==> config.mk <==
export PLATFORM = sky130hd
export DESIGN_NAME = binary_to_multi_7segment_flat
export DESIGN_NICKNAME = d
export VERILOG_FILES = /design/src/rtl/binary_to_multi_7segment_if.sv /design/src/rtl/binary_to_multi_7segment.sv /design/src/flat_wrapper.sv
export SDC_FILE = /design/constraint.sdc
export NUM_CORES = 1
export LEC_CHECK = 0
export ABC_AREA = 1
export CORE_MARGIN = 2
export CORE_UTILIZATION = 55
export DETAILED_ROUTE_END_ITERATION = 6
export PLACE_DENSITY = 0.75
export SYNTH_ARGS = -nofsm -noshare
export SYNTH_HDL_FRONTEND = slang
export SYNTH_SLANG_ARGS = --single-unit
export TNS_END_PERCENT = 1
==> constraint.sdc <==
create_clock -name i_Clk -period 3.32 [get_ports i_Clk]
set_clock_uncertainty 0.2 [all_clocks]
set_input_delay 0.498 -clock i_Clk [delete_from_list [all_inputs] [get_ports i_Clk]]
set_output_delay 0.498 -clock i_Clk [all_outputs]
set_load 0.01 [all_outputs]
==> src/rtl/binary_to_multi_7segment_if.sv <==
// Request/result bundle between the value source (counter or score logic)
// and the multi-digit 7-segment converter. The master drives a value with a
// start pulse; the slave returns busy/done/overflow status and segment data.
interface binary_to_multi_7segment_if #(
    parameter int WIDTH      = 8,
    parameter int NUM_DIGITS = 2
);
    logic                      i_Start;
    logic [WIDTH-1:0]          i_Binary_Num;
    logic                      i_Blank_Zeros;
    logic                      o_Busy;
    logic                      o_Done;
    logic                      o_Overflow;
    logic [7*NUM_DIGITS-1:0]   o_Segments;

    modport master (
        output i_Start, i_Binary_Num, i_Blank_Zeros,
        input  o_Busy, o_Done, o_Overflow, o_Segments
    );

    modport slave (
        input  i_Start, i_Binary_Num, i_Blank_Zeros,
        output o_Busy, o_Done, o_Overflow, o_Segments
    );
endinterface

==> src/rtl/binary_to_multi_7segment.sv <==
// Multi-digit binary to 7-segment converter.
// A start pulse latches a WIDTH-bit value; decimal mode runs a sequential
// double-dabble (one shift per clock) and then encodes NUM_DIGITS digits,
// hex mode encodes the nibbles directly. Supports leading-zero blanking,
// dash display on overflow and selectable segment polarity. Digit d sits in
// o_Segments[7d+6:7d] with segment A in the top bit of each slice.
module binary_to_multi_7segment #(
    parameter int WIDTH      = 8,
    parameter int NUM_DIGITS = 2,
    parameter bit ACTIVE_LOW = 1'b1,
    parameter bit HEX_MODE   = 1'b0
) (
    input  logic                          i_Clk,
    input  logic                          i_Rst,
    binary_to_multi_7segment_if.slave     bus
);

    // Number of decimal digits needed to hold 2^w-1, so an overflowing
    // value still converts cleanly before the overflow display is applied.
    function automatic int calc_bcd_digits(input int w);
        logic [63:0] v;
        int          n;
        v = (64'd1 << w) - 64'd1;
        n = 1;
        while (v >= 64'd10) begin
            v = v / 64'd10;
            n = n + 1;
        end
        return n;
    endfunction

    // 10^n, the first value that no longer fits in n decimal digits.
    function automatic logic [63:0] calc_pow10(input int n);
        logic [63:0] p;
        p = 64'd1;
        for (int i = 0; i < n; i++) begin
            p = p * 64'd10;
        end
        return p;
    endfunction

    // Nibble to lit-high segment pattern, bit 6 = A ... bit 0 = G.
    function automatic logic [6:0] seg_encode(input logic [3:0] nib);
        logic [6:0] seg;
        case (nib)
            4'h0:    seg = 7'h7E;
            4'h1:    seg = 7'h30;
            4'h2:    seg = 7'h6D;
            4'h3:    seg = 7'h79;
            4'h4:    seg = 7'h33;
            4'h5:    seg = 7'h5B;
            4'h6:    seg = 7'h5F;
            4'h7:    seg = 7'h70;
            4'h8:    seg = 7'h7F;
            4'h9:    seg = 7'h7B;
            4'hA:    seg = 7'h77;
            4'hB:    seg = 7'h1F;
            4'hC:    seg = 7'h4E;
            4'hD:    seg = 7'h3D;
            4'hE:    seg = 7'h4F;
            4'hF:    seg = 7'h47;
            default: seg = 7'h00;
        endcase
        return seg;
    endfunction

    // Convert a lit-high pattern to the board's drive polarity.
    function automatic logic [6:0] seg_polarity(input logic [6:0] lit);
        logic [6:0] drv;
        if (ACTIVE_LOW) begin
            drv = ~lit;
        end else begin
            drv = lit;
        end
        return drv;
    endfunction

    localparam int          BCD_DIGITS = calc_bcd_digits(WIDTH);
    localparam int          INT_DIGITS = (BCD_DIGITS > NUM_DIGITS) ? BCD_DIGITS : NUM_DIGITS;
    localparam int          BCD_W      = 4 * INT_DIGITS;
    localparam int          HEX_W      = 4 * NUM_DIGITS;
    localparam int          SEG_W      = 7 * NUM_DIGITS;
    localparam int          CNT_W      = (WIDTH > 1) ? $clog2(WIDTH) : 1;
    localparam logic [63:0] DEC_LIMIT  = calc_pow10(NUM_DIGITS);
    localparam logic [CNT_W-1:0] CNT_LAST = CNT_W'(WIDTH - 1);
    localparam logic [6:0]  SEG_DASH   = ACTIVE_LOW ? 7'h7E : 7'h01;
    localparam logic [6:0]  SEG_OFF    = ACTIVE_LOW ? 7'h7F : 7'h00;

    typedef enum logic [1:0] {
        ST_IDLE    = 2'd0,
        ST_CONVERT = 2'd1,
        ST_ENCODE  = 2'd2
    } state_t;

    state_t            state_r;
    state_t            state_next_s;

    logic              load_s;
    logic              shift_en_s;
    logic              encode_s;

    logic [CNT_W-1:0]  cnt_r;
    logic [WIDTH-1:0]  shift_r;
    logic [BCD_W-1:0]  bcd_r;
    logic              blank_r;
    logic              ovf_pend_r;

    logic [BCD_W-1:0]  bcd_adj_s;
    logic [BCD_W-1:0]  bcd_shift_s;
    logic [WIDTH-1:0]  shift_next_s;
    logic [63:0]       value_in_ext_s;
    logic [63:0]       value_lat_ext_s;
    logic              ovf_in_s;
    logic [3:0]        digit_s [NUM_DIGITS];
    logic              lead_s;
    logic [SEG_W-1:0]  seg_next_s;

    logic              busy_r;
    logic              done_r;
    logic              ovf_r;
    logic [SEG_W-1:0]  seg_r;

    // State register; reset aborts any conversion in progress.
    always_ff @(posedge i_Clk or posedge i_Rst) begin
        if (i_Rst) begin
            state_r <= ST_IDLE;
        end else begin
            state_r <= state_next_s;
        end
    end

    // Next-state decode: idle waits for start, convert runs WIDTH shifts,
    // encode lasts a single cycle.
    always_comb begin
        state_next_s = state_r;
        case (state_r)
            ST_IDLE: begin
                if (bus.i_Start) begin
                    state_next_s = HEX_MODE ? ST_ENCODE : ST_CONVERT;
                end else begin
                    state_next_s = ST_IDLE;
                end
            end
            ST_CONVERT: begin
                if (cnt_r == CNT_LAST) begin
                    state_next_s = ST_ENCODE;
                end else begin
                    state_next_s = ST_CONVERT;
                end
            end
            ST_ENCODE: begin
                state_next_s = ST_IDLE;
            end
            default: begin
                state_next_s = ST_IDLE;
            end
        endcase
    end

    // Per-state control strobes for the datapath and output registers.
    always_comb begin
        load_s     = 1'b0;
        shift_en_s = 1'b0;
        encode_s   = 1'b0;
        case (state_r)
            ST_IDLE: begin
                load_s = bus.i_Start;
            end
            ST_CONVERT: begin
                shift_en_s = 1'b1;
            end
            ST_ENCODE: begin
                encode_s = 1'b1;
            end
            default: begin
                load_s = 1'b0;
            end
        endcase
    end

    // Overflow test on the incoming value, evaluated when start is accepted.
    always_comb begin
        value_in_ext_s = 64'(bus.i_Binary_Num);
        if (HEX_MODE) begin
            ovf_in_s = ((value_in_ext_s >> HEX_W) != 64'd0);
        end else begin
            ovf_in_s = (value_in_ext_s >= DEC_LIMIT);
        end
    end

    // One double-dabble step: add 3 to every digit >= 5, then shift the
    // next binary MSB into the BCD register.
    always_comb begin
        bcd_adj_s = bcd_r;
        for (int d = 0; d < INT_DIGITS; d++) begin
            if (bcd_r[4*d +: 4] >= 4'd5) begin
                bcd_adj_s[4*d +: 4] = bcd_r[4*d +: 4] + 4'd3;
            end else begin
                bcd_adj_s[4*d +: 4] = bcd_r[4*d +: 4];
            end
        end
        bcd_shift_s  = {bcd_adj_s[BCD_W-2:0], shift_r[WIDTH-1]};
        shift_next_s = shift_r << 1;
    end

    // Digit source: converted BCD in decimal mode, raw nibbles in hex mode.
    always_comb begin
        value_lat_ext_s = 64'(shift_r);
        for (int d = 0; d < NUM_DIGITS; d++) begin
            if (HEX_MODE) begin
                digit_s[d] = value_lat_ext_s[4*d +: 4];
            end else begin
                digit_s[d] = bcd_r[4*d +: 4];
            end
        end
    end

    // Segment image: dashes on overflow, otherwise blank leading zeros from
    // the top down (digit 0 always shown) and encode the rest.
    always_comb begin
        seg_next_s = {NUM_DIGITS{SEG_OFF}};
        lead_s     = blank_r;
        for (int d = NUM_DIGITS - 1; d >= 0; d--) begin
            if (ovf_pend_r) begin
                seg_next_s[7*d +: 7] = SEG_DASH;
            end else if (lead_s && (d != 0) && (digit_s[d] == 4'd0)) begin
                seg_next_s[7*d +: 7] = SEG_OFF;
            end else begin
                seg_next_s[7*d +: 7] = seg_polarity(seg_encode(digit_s[d]));
                lead_s               = 1'b0;
            end
        end
    end

    // Conversion datapath: latch on start, shift while converting.
    always_ff @(posedge i_Clk or posedge i_Rst) begin
        if (i_Rst) begin
            cnt_r      <= {CNT_W{1'b0}};
            shift_r    <= {WIDTH{1'b0}};
            bcd_r      <= {BCD_W{1'b0}};
            blank_r    <= 1'b0;
            ovf_pend_r <= 1'b0;
        end else if (load_s) begin
            cnt_r      <= {CNT_W{1'b0}};
            shift_r    <= bus.i_Binary_Num;
            bcd_r      <= {BCD_W{1'b0}};
            blank_r    <= bus.i_Blank_Zeros;
            ovf_pend_r <= ovf_in_s;
        end else if (shift_en_s) begin
            shift_r <= shift_next_s;
            bcd_r   <= bcd_shift_s;
            if (cnt_r == CNT_LAST) begin
                cnt_r <= {CNT_W{1'b0}};
            end else begin
                cnt_r <= cnt_r + CNT_W'(1);
            end
        end else begin
            cnt_r <= cnt_r;
        end
    end

    // Output registers: busy tracks the FSM, segments and overflow update
    // only in the encode cycle, done pulses right after it.
    always_ff @(posedge i_Clk or posedge i_Rst) begin
        if (i_Rst) begin
            busy_r <= 1'b0;
            done_r <= 1'b0;
            ovf_r  <= 1'b0;
            seg_r  <= {NUM_DIGITS{SEG_OFF}};
        end else begin
            busy_r <= (state_next_s != ST_IDLE);
            done_r <= encode_s;
            if (encode_s) begin
                ovf_r <= ovf_pend_r;
                seg_r <= seg_next_s;
            end else begin
                ovf_r <= ovf_r;
                seg_r <= seg_r;
            end
        end
    end

    assign bus.o_Busy     = busy_r;
    assign bus.o_Done     = done_r;
    assign bus.o_Overflow = ovf_r;
    assign bus.o_Segments = seg_r;

endmodule

==> src/flat_wrapper.sv <==
// flat-port wrapper written by rule: the top's interface ports become plain ports
module binary_to_multi_7segment_flat 
#(
    parameter int WIDTH      = 8,
    parameter int NUM_DIGITS = 2,
    parameter bit ACTIVE_LOW = 1'b1,
    parameter bit HEX_MODE   = 1'b0
)
  (i_Clk, i_Rst, bus_i_Start, bus_i_Binary_Num, bus_i_Blank_Zeros, bus_o_Busy, bus_o_Done, bus_o_Overflow, bus_o_Segments);
  binary_to_multi_7segment_if #(.WIDTH(WIDTH), .NUM_DIGITS(NUM_DIGITS)) bus_i ();
  input  logic i_Clk;
  input  logic i_Rst;
  input wire logic [$bits(bus_i.i_Start)-1:0] bus_i_Start;
  input wire logic [$bits(bus_i.i_Binary_Num)-1:0] bus_i_Binary_Num;
  input wire logic [$bits(bus_i.i_Blank_Zeros)-1:0] bus_i_Blank_Zeros;
  output wire logic [$bits(bus_i.o_Busy)-1:0] bus_o_Busy;
  output wire logic [$bits(bus_i.o_Done)-1:0] bus_o_Done;
  output wire logic [$bits(bus_i.o_Overflow)-1:0] bus_o_Overflow;
  output wire logic [$bits(bus_i.o_Segments)-1:0] bus_o_Segments;
  assign bus_i.i_Start = bus_i_Start;
  assign bus_i.i_Binary_Num = bus_i_Binary_Num;
  assign bus_i.i_Blank_Zeros = bus_i_Blank_Zeros;
  assign bus_o_Busy = bus_i.o_Busy;
  assign bus_o_Done = bus_i.o_Done;
  assign bus_o_Overflow = bus_i.o_Overflow;
  assign bus_o_Segments = bus_i.o_Segments;
  binary_to_multi_7segment #(.WIDTH(WIDTH), .NUM_DIGITS(NUM_DIGITS), .ACTIVE_LOW(ACTIVE_LOW), .HEX_MODE(HEX_MODE)) u_core (.i_Clk(i_Clk), .i_Rst(i_Rst), .bus(bus_i));
endmodule
==> results.yml, run 1 <==
routing:
  wl_met2_mm: 1.924
  num_vias: 1889
  drt_iter0_drc: 123
  highest_layer: "met4"
  ant_nets: 0
  wl_per_cell_um: 11.87
  met1Wirelength_mm: 2.190
  routed_wl_mm: 4.379
  dr.pass1.iters: 5
  drcViolationCount: 0
  vias_per_cell: 5.119
  routed-wl-met3_um: 206
pwr:
  p_sw_mw: 1.054
  p_comb_frac: 0.444
  p_seq_frac: 0.349
  p_leak_nw: 1.300
  p_sw_frac: 0.3992
  power_density_nw_per_um2: 961.7
  intPower_mw: 1.587
  peakVddDrop_mv: 0.6146
  clock_power_share: 0.207
placed_design:
  gp_congestion: 0.8620
  io_buffers: 28
  dp_hpwl_mm: 3.197
worst_setup_path:
  cp.required_ps: 2620
  r2r_slack_ps: 1530
  cp_top_family: "flip-flops"
  crit_slowest_cell: "dfstp_2"
  r2r_start: "u_core.bcd_r[0]$_DFFE_PP0P_"
  cp-start-kind: "flip-flop"
  critPathMaxStageDelay_ps: 540
  r2r-end: "u_core.bcd_r[2]$_DFFE_PP0P_"
  reg2reg_depth: 7
  path_cells: "clkdlybuf4s50_1"
  crit_fanout: 2
  path_buf_inv: 1
  critical_path_class: "reg2out"
  crit_path_end_kind: "primary output"
  critical_path_arrival_ps: 1360
grt:
  grt_overflow_total: 0
  globalRouteTotalUtil: 0.2221
  grt_max_degree: 41
  grt_pass1_wl_mm: 7.776
  grt_antenna_before_repair: 0
  grt_pass1_vias: 1715
synthesis:
  avgSynthCellArea_sq_um: 7.949
  synthMuxAreaShare: 0
  yosysTopAreaCellShare: 0.2832
  yosys.area_share.adder: 0.08170
  synth_compound_area_frac: 0.09096
  yosysSeqAreaShare: 0.4434
  synth_cells: 289
  synth_top_family_by_area: "simple AND/OR/NAND/NOR gates"
  synthXorXnorAreaFrac: 0.003813
  synth-seq-cells: 40
  yosys.area_share.simple: 0.3039
  syn_area_sq_um: 2297
  yosys.area.top_type: "dfrtp_1"
  synth.area.top_cells: "dfrtp_1 (28%), dfstp_2 (16%), nand2_1 (14%)"
  synth_nets: 316
  ys_types: 29
  yosysWarnings: 0
floorplanning:
  initial_utilization: 0.5743
  ios: 29
  fp.coreArea_sq_um: 4000
  rows: 23
  die_width_um: 68.63
  dieArea_sq_um: 4709
  dieHeight_um: 68.63
final_layout:
  final_cell_mix: "nand2_1 (88), nor2_1 (38), clkdlybuf4s50_1 (28), dfrtp_1 (26), nand3_1 (25)"
  layout_commonest_cell: "nand2_1"
  multi_input_area_sq_um: 1104
  area_growth_pct: 19.55
  nets: 345
  drive_above_1_share: 0.1223
  antenna_cells: 0
  seq_area_sq_um: 1018
  fill_cells: 345
clocking:
  cts_setup_buffers: 0
  root_buffer: "clkbuf_8"
  clkSinkCount: 40
  numCtsBuffers: 5
  ctsResizeCount: 0
  cts_hold_buf: 0
  clk_pin_slew_worst_paths_ps: 80
  cts_buffer_depth: 2
  cts_tree: "done"
  cts_max_level: 2
  insertion_delay_ps: 290
sta:
  max_freq_mhz: 485.8
  worstMarginPinSlew_ps: 484.6
  hold_viol: 0
  slew_headroom: 0.6769
  rsz0062_at_grt: "false"
  finalCriticalPeriod_ps: 2058
  setup_viol: 0
  slew_viol_final: 0
  finalCritPeriodShare: 0.6200
  tns_ps: 0
  hold-worst-slack_ps: 273.2
run:
  maxCapViolations: 0
min_path:
  hold_path_depth: 2
  hold_path.class: "reg2reg"
  worstHoldStart: "u_core.bus.o_Segments[0]$_DFFE_PP1P_"
  hold_end: "u_core.bus.o_Segments[0]$_DFFE_PP1P_"
status:
  status: "finished clean"
==> synthesized netlist by cell type (all sizes together) <==
cell / number
dfrtp: 26
buf: 8
nand3: 25
o221ai: 3
nand4: 1
o22ai: 1
a22oi: 1
nand3b: 1
a21oi: 9
o21ai: 13
nor2: 42
ha: 15
a22o: 2
dfstp: 14
inv: 28
o211ai: 2
a31oi: 3
xnor2: 1
nand2: 93
o31ai: 1
==> worst max-delay path by stage <==
stage	start	endpoint	slack (ps)	cells after the start
floorplan	i_Rst	u_core.bcd_r[0]$_DFFE_PP0P_	1730	1
global route	u_core.bus.o_Segments[1]$_DFFE_PP1P_	bus_o_Segments[1]	1210	1
global placement	bus_i_Start	u_core.shift_r[5]$_DFFE_PP0P_	1450	5
detailed placement	bus_i_Start	u_core.shift_r[4]$_DFFE_PP0P_	1410	5
CTS	u_core.bus.o_Segments[5]$_DFFE_PP1P_	bus_o_Segments[5]	1240	1
finish	u_core.bus.o_Segments[5]$_DFFE_PP1P_	bus_o_Segments[5]	1260	1
==> sequential cells by signal (all words and copies together), names as in the netlist <==
register	cells
u_core.bus.o_Segments	14
u_core.state_r	2
u_core.ovf_pend_r	1
u_core.bus.o_Done	1
u_core.shift_r	8
u_core.cnt_r	3
u_core.blank_r	1
u_core.bus.o_Busy	1
u_core.bus.o_Overflow	1
u_core.bcd_r	8
==> through the flow <==
stage | total power, mW | utilization | cells | worst slack, ps | instance area (sq um)
3_3_place_gp | 2.076 | 0.6469 | 361 | 1455 | 2587
4_1_cts | 2.661 | 0.6866 | 369 | 1244 | 2746
5_1_grt | 2.893 | 0.6866 | 369 | 1212 | 2746
3_5_place_dp | 2.104 | 0.6469 | 361 | 1409 | 2587
6_report | 2.641 | 0.6866 | 369 | 1262 | 2746
2_1_floorplan | 1.800 | - | 289 | 1728 | 2297
==> cell type report <==
cell class / instances / share of cell area
clock inverters: 3 / 0.03280
multi-input cells: 213 / 0.4018
clock buffers: 5 / 0.02506
flip-flops and latches: 40 / 0.3708
well taps: 50 / 0.02278
repair buffers: 30 / 0.1075
inverters: 28 / 0.03918
==> power by group through the flow <==
stage	Clock [mW]	Combinational, mW	Sequential [mW]
3_5_place_dp	0	1.17	0.929
5_1_grt	0.583	1.36	0.954
3_3_place_gp	0	1.15	0.926
6_report	0.547	1.17	0.921
4_1_cts	0.558	1.18	0.921
2_1_floorplan	0	0.923	0.877
==> routing by layer <==
| metal | up-vias | GRT usage |
|---|---|---|
| li1 | 989 | - |
| met1 | 848 | 0.3056 |
| met2 | 46 | 0.3438 |
| met3 | 6 | 0.05357 |
| met4 | 0 | 0.07500 |
| met5 | - | 0 |
==> logic make-up after synthesis <==
family | count (synthesis)
fa+ha+maj | 15
xor+xnor | 1
buf+inv | 36
flops | 40
simple gates | 162
compound gates | 35
Note: power is estimated with default switching activity, not from simulation.
==> run 2: changes to the inputs <==
Clock period 3.32 ns to 2.1 ns, I/O delays scaled along.
==> run 2 against run 1 <==
Against the previous run:
- count of clock-buffer cells in the layout increased by 1
- worst hold slack got worse by 170 ps
- critical endpoint is now bus_o_Segments[0]
- global-route usage increased by 0.14 points
- die area is the same
- clock power increased by 13%
- register-to-register slack worse by 1200 ps
- total power increased by 50%
- worst setup slack lost 1000 ps
- combinational power up 62%
- sequential share of layout area increased by 0.43 points
==> results.yml, run 2 (synthesis results as in run 1) <==
grt:
  globalRouteTotalUtil: 0.2235
  grt_pass1_vias: 1736
  use_met2: 0.3570
  busiest_layer: "met2"
  grt_overflow_total: 0
  grt_antenna_before_repair: 0
  use_met1: 0.2944
  grt_max_degree: 32
  grt_pass1_wl_mm: 7.803
  use_met3: 0.05032
clocking:
  clk_pin_slew_worst_paths_ps: 80
  cts_setup_buffers: 0
  cts_buffer_depth: 2
  numCtsBuffers: 5
  ctsResizeCount: 0
  clkSinkCount: 40
  cts_hold_buf: 0
  cts_tree: "done"
  cts_max_level: 2
  root_buffer: "clkbuf_8"
  insertion_delay_ps: 290
final_layout:
  largest_reg_flops: 14
  fin_cells: 370
  fill_cells: 361
  nets: 346
  layout_commonest_cell: "nand2_1"
  design_area_sq_um: 2715
  final_cell_mix: "nand2_1 (88), nor2_1 (38), clkdlybuf4s50_1 (28), dfrtp_1 (26), nand3_1 (25)"
  antenna_cells: 0
  final_core_util: 0.6788
  drive_above_1_share: 0.1219
  multi_input_area_sq_um: 1104
  seq_area_sq_um: 1018
  area_growth_pct: 18.19
placed_design:
  placedCellCount: 362
  placed_cell_area_sq_um: 2608
  io_buffers: 28
  pre_cts_ws_ps: 386.4
  dp_hpwl_mm: 3.280
  gp_congestion: 0.9698
routing:
  vias_per_cell: 5.208
  routed_wl_mm: 4.469
  num_vias: 1927
  dr.pass1.iters: 4
  drt_iter0_drc: 142
  ant_nets: 0
  drcViolationCount: 0
  wl_per_cell_um: 12.08
pwr:
  peakVddDrop_mv: 0.7848
  finalPower_mw: 3.959
  p_leak_nw: 1.287
  power_density_nw_per_um2: 1458
worst_setup_path:
  crit_slowest_cell: "dfstp_2"
  reg2reg_depth: 7
  worst-path-stages: 1
  path_cells: "clkdlybuf4s50_1"
  crit_path_end_kind: "primary output"
  path_buf_inv: 1
  cp-start-kind: "flip-flop"
  critical_path_arrival_ps: 1360
  critical_path_class: "reg2out"
  r2r_slack_ps: 360
  cp.required_ps: 1580
  cp_top_family: "flip-flops"
  crit_fanout: 2
  critPathMaxStageDelay_ps: 540
run:
  maxCapViolations: 0
sta:
  slew_headroom: 0.6808
  hold_viol: 0
  setup_ws_ps: 222.9
  setup_viol: 0
  rsz0062_at_grt: "false"
  slew_viol_final: 0
  finalCriticalPeriod_ps: 1877
  tns_ps: 0
  worstMarginPinSlew_ps: 478.8
  hold-worst-slack_ps: 98.50
  max_freq_mhz: 532.7
  finalCritPeriodShare: 0.8939
floorplanning:
  rows: 23
  fp.coreArea_sq_um: 4000
  initial_utilization: 0.5743
  die_width_um: 68.63
  ios: 29
  dieArea_sq_um: 4709
  dieHeight_um: 68.63
status:
  status: "finished clean"
min_path:
  hold_path.class: "in2async"
[run 2: cell types whose count changed in the layout (fill, tap and decap cells not counted)]
cell and change:
clkbuf_1 +1, clkinv_2 +1, buf_12 +1, bufinv_16 -2
[run 2: cell type report]
class	instances	share of cell area
timing repair buffer	31	0.1161
tap	50	0.02304
clock buffer	6	0.02673
multi-input combinational	213	0.4065
inverter	28	0.03963
sequential	40	0.3751
clock inverter	2	0.01290
[run 2: metal layers]
metal  share of wire  up-vias
met5               0        -
met4           0.018        0
met3           0.057        7
met2            0.44       70
met1            0.48      863
li1                -      987
[run 2: power breakdown]
group          switching [mW]  internal [mW]  leakage [nW]  total [mW]
combinational            1.11          0.790         0.765        1.90
clock                   0.264          0.353        0.0552       0.616
sequential              0.300           1.14         0.467        1.44
[run 2: path summary, 6_finish.rpt]
kind	start	end
hold reg to reg	u_core.bus.o_Segments[7]$_DFFE_PP1P_	u_core.bus.o_Segments[7]$_DFFE_PP1P_
max in group asynchronous	i_Rst	u_core.bus.o_Segments[8]$_DFFE_PP1P_
setup / recovery	u_core.bus.o_Segments[0]$_DFFE_PP1P_	bus_o_Segments[0]
setup reg to reg	u_core.bcd_r[1]$_DFFE_PP0P_	u_core.bcd_r[1]$_DFFE_PP0P_
min in group i_Clk	u_core.bus.o_Segments[7]$_DFFE_PP1P_	u_core.bus.o_Segments[7]$_DFFE_PP1P_
hold / removal	i_Rst	u_core.bus.o_Overflow$_DFFE_PP0P_
==> run 3: changes to the inputs <==
Settings changed: CELL_PAD_IN_SITES_DETAIL_PLACEMENT set to 2, CELL_PAD_IN_SITES_GLOBAL_PLACEMENT set to 2, CORE_UTILIZATION 55 to 32, PLACE_DENSITY 0.75 to 0.74, SLEW_MARGIN set to 30.
==> run 3 against run 2 <==
Against the previous run:
- first-iteration DRC count down 34%
- cell count up 13%
- count of clock-buffer cells in the layout fell by 1
- critical path depth did not move
- via count increased by 6.3%
- global-route usage shrank 4.6 points
- clock power grew 46%
- register-to-register slack worse by 90 ps
- non-clock buffer count increased by 1
- wire length rose by 44%
- sequential power is essentially flat
- critical path type unchanged
- total power rose by 11%
==> results.yml, run 3 (synthesis results as in run 1) <==
clocking:
  clk_pin_slew_worst_paths_ps: 80
  numCtsBuffers: 5
  cts_setup_buffers: 0
  cts_max_level: 2
  clkSinkCount: 40
  cts_tree: "done"
  root_buffer: "clkbuf_8"
  cts_hold_buf: 0
  cts_buffer_depth: 2
  insertion_delay_ps: 300
  ctsResizeCount: 0
floorplanning:
  fp.coreArea_sq_um: 6869
  rows: 30
  ios: 29
  die_width_um: 88.73
  dieArea_sq_um: 7872
  initial_utilization: 0.3344
  dieHeight_um: 88.73
grt:
  grt_overflow_total: 0
  globalRouteTotalUtil: 0.1779
  grt_antenna_before_repair: 0
  grt_max_degree: 41
  grt_pass1_vias: 2182
  grt_pass1_wl_mm: 10.86
worst_setup_path:
  cp_top_family: "flip-flops"
  critical_path_class: "reg2out"
  crit_fanout: 2
  critPathMaxStageDelay_ps: 560
  critical_path_arrival_ps: 1400
  crit_slowest_cell: "dfstp_2"
  crit_start: "u_core.bus.o_Segments[0]$_DFFE_PP1P_"
  cp.required_ps: 1580
  cp-start-kind: "flip-flop"
  r2r_start: "u_core.bcd_r[1]$_DFFE_PP0P_"
  path_buf_inv: 1
  crit_path_end_kind: "primary output"
  path_cells: "clkdlybuf4s50_1"
final_layout:
  area_growth_pct: 23.26
  layout_commonest_cell: "nand2_1"
  drive_above_1_share: 0.1277
  final_core_util: 0.4122
  seq_area_sq_um: 1018
  antenna_cells: 0
  fill_cells: 811
  nets: 347
  largest_reg_flops: 14
  multi_input_area_sq_um: 1104
  final_cell_mix: "nand2_1 (88), nor2_1 (38), clkdlybuf4s50_1 (28), dfrtp_1 (26), nand3_1 (25)"
routing:
  vias_per_cell: 4.914
  wl_per_cell_um: 15.45
  dr.pass1.iters: 4
  drcViolationCount: 0
  ant_nets: 0
  routed_wl_mm: 6.442
  drt_iter0_drc: 94
  num_vias: 2049
placed_design:
  dp_hpwl_mm: 4.710
  io_buffers: 28
  pre_cts_ws_ps: 305.7
  gp_congestion: 0.8136
run:
  maxCapViolations: 0
pwr:
  p_leak_nw: 1.315
  peakVddDrop_mv: 0.4530
  power_density_nw_per_um2: 1558
sta:
  slew_viol_final: 0
  setup_ws_ps: 186.4
  worstMarginPinSlew_ps: 488.5
  setup_viol: 0
  rsz0062_at_grt: "false"
  tns_ps: 0
  slew_headroom: 0.6744
  finalCriticalPeriod_ps: 1914
  finalCritPeriodShare: 0.9112
  hold_viol: 0
  max_freq_mhz: 522.6
status:
  status: "finished clean"
min_path:
  hold_path.class: "in2async"
run 3: cell types whose count changed in the layout (fill, tap and decap cells not counted):
cell	before	now
bufinv_16	1	3
clkbuf_1	1	0
buf_4	2	3
clkinv_2	1	0
run 3: layout make-up:
| type | count | share of cell area |
|---|---|---|
| Tap cell | 96 | 0.04242 |
| Multi-Input combinational cell | 213 | 0.3897 |
| Clock buffer | 5 | 0.02430 |
| Clock inverter | 3 | 0.03182 |
| Inverter | 28 | 0.03800 |
| Timing Repair Buffer | 32 | 0.1140 |
| Sequential cell | 40 | 0.3597 |
run 3: metrics by stage:
stage | total power, mW | instance area, sq um | hold slack, ps | instances
floorplan | 2.846 | 2297 | 224.6 | 289
global placement | 3.434 | 2673 | 263.0 | 409
detailed placement | 3.536 | 2673 | 276.8 | 409
CTS | 4.477 | 2831 | 194.7 | 417
global route | 4.804 | 2831 | 200.8 | 417
finish | 4.411 | 2831 | 184.3 | 417
run 3: worst paths after layout:
check	to	slack (ps)	cells after the start
worst min register to register	u_core.bus.o_Segments[7]$_DFFE_PP1P_	290	2
worst max register to register	u_core.bcd_r[1]$_DFFE_PP0P_	270	7
min in group i_Clk	u_core.bus.o_Segments[7]$_DFFE_PP1P_	290	2
worst min-delay path	u_core.bcd_r[2]$_DFFE_PP0P_	180	3
worst max-delay path	bus_o_Segments[0]	190	1
max in group asynchronous	u_core.bus.o_Segments[3]$_DFFE_PP1P_	1240	3
run 3: where the power goes:
part	internal, mW	leakage (nW)	total, mW	switching, mW
Combinational	0.806	0.770	2.05	1.24
Clock	0.595	0.0784	0.899	0.304
Sequential	1.14	0.467	1.46	0.325
run 3: per-layer routing:
metal	share of wire	vias up	wire (um)	GRT usage
met1	0.48	1018	3064	0.2336
met3	0.024	6	152	0.02799
met4	0.0099	0	64	0.03857
li1	-	990	-	-
met2	0.49	35	3161	0.3087
met5	0	-	0	0
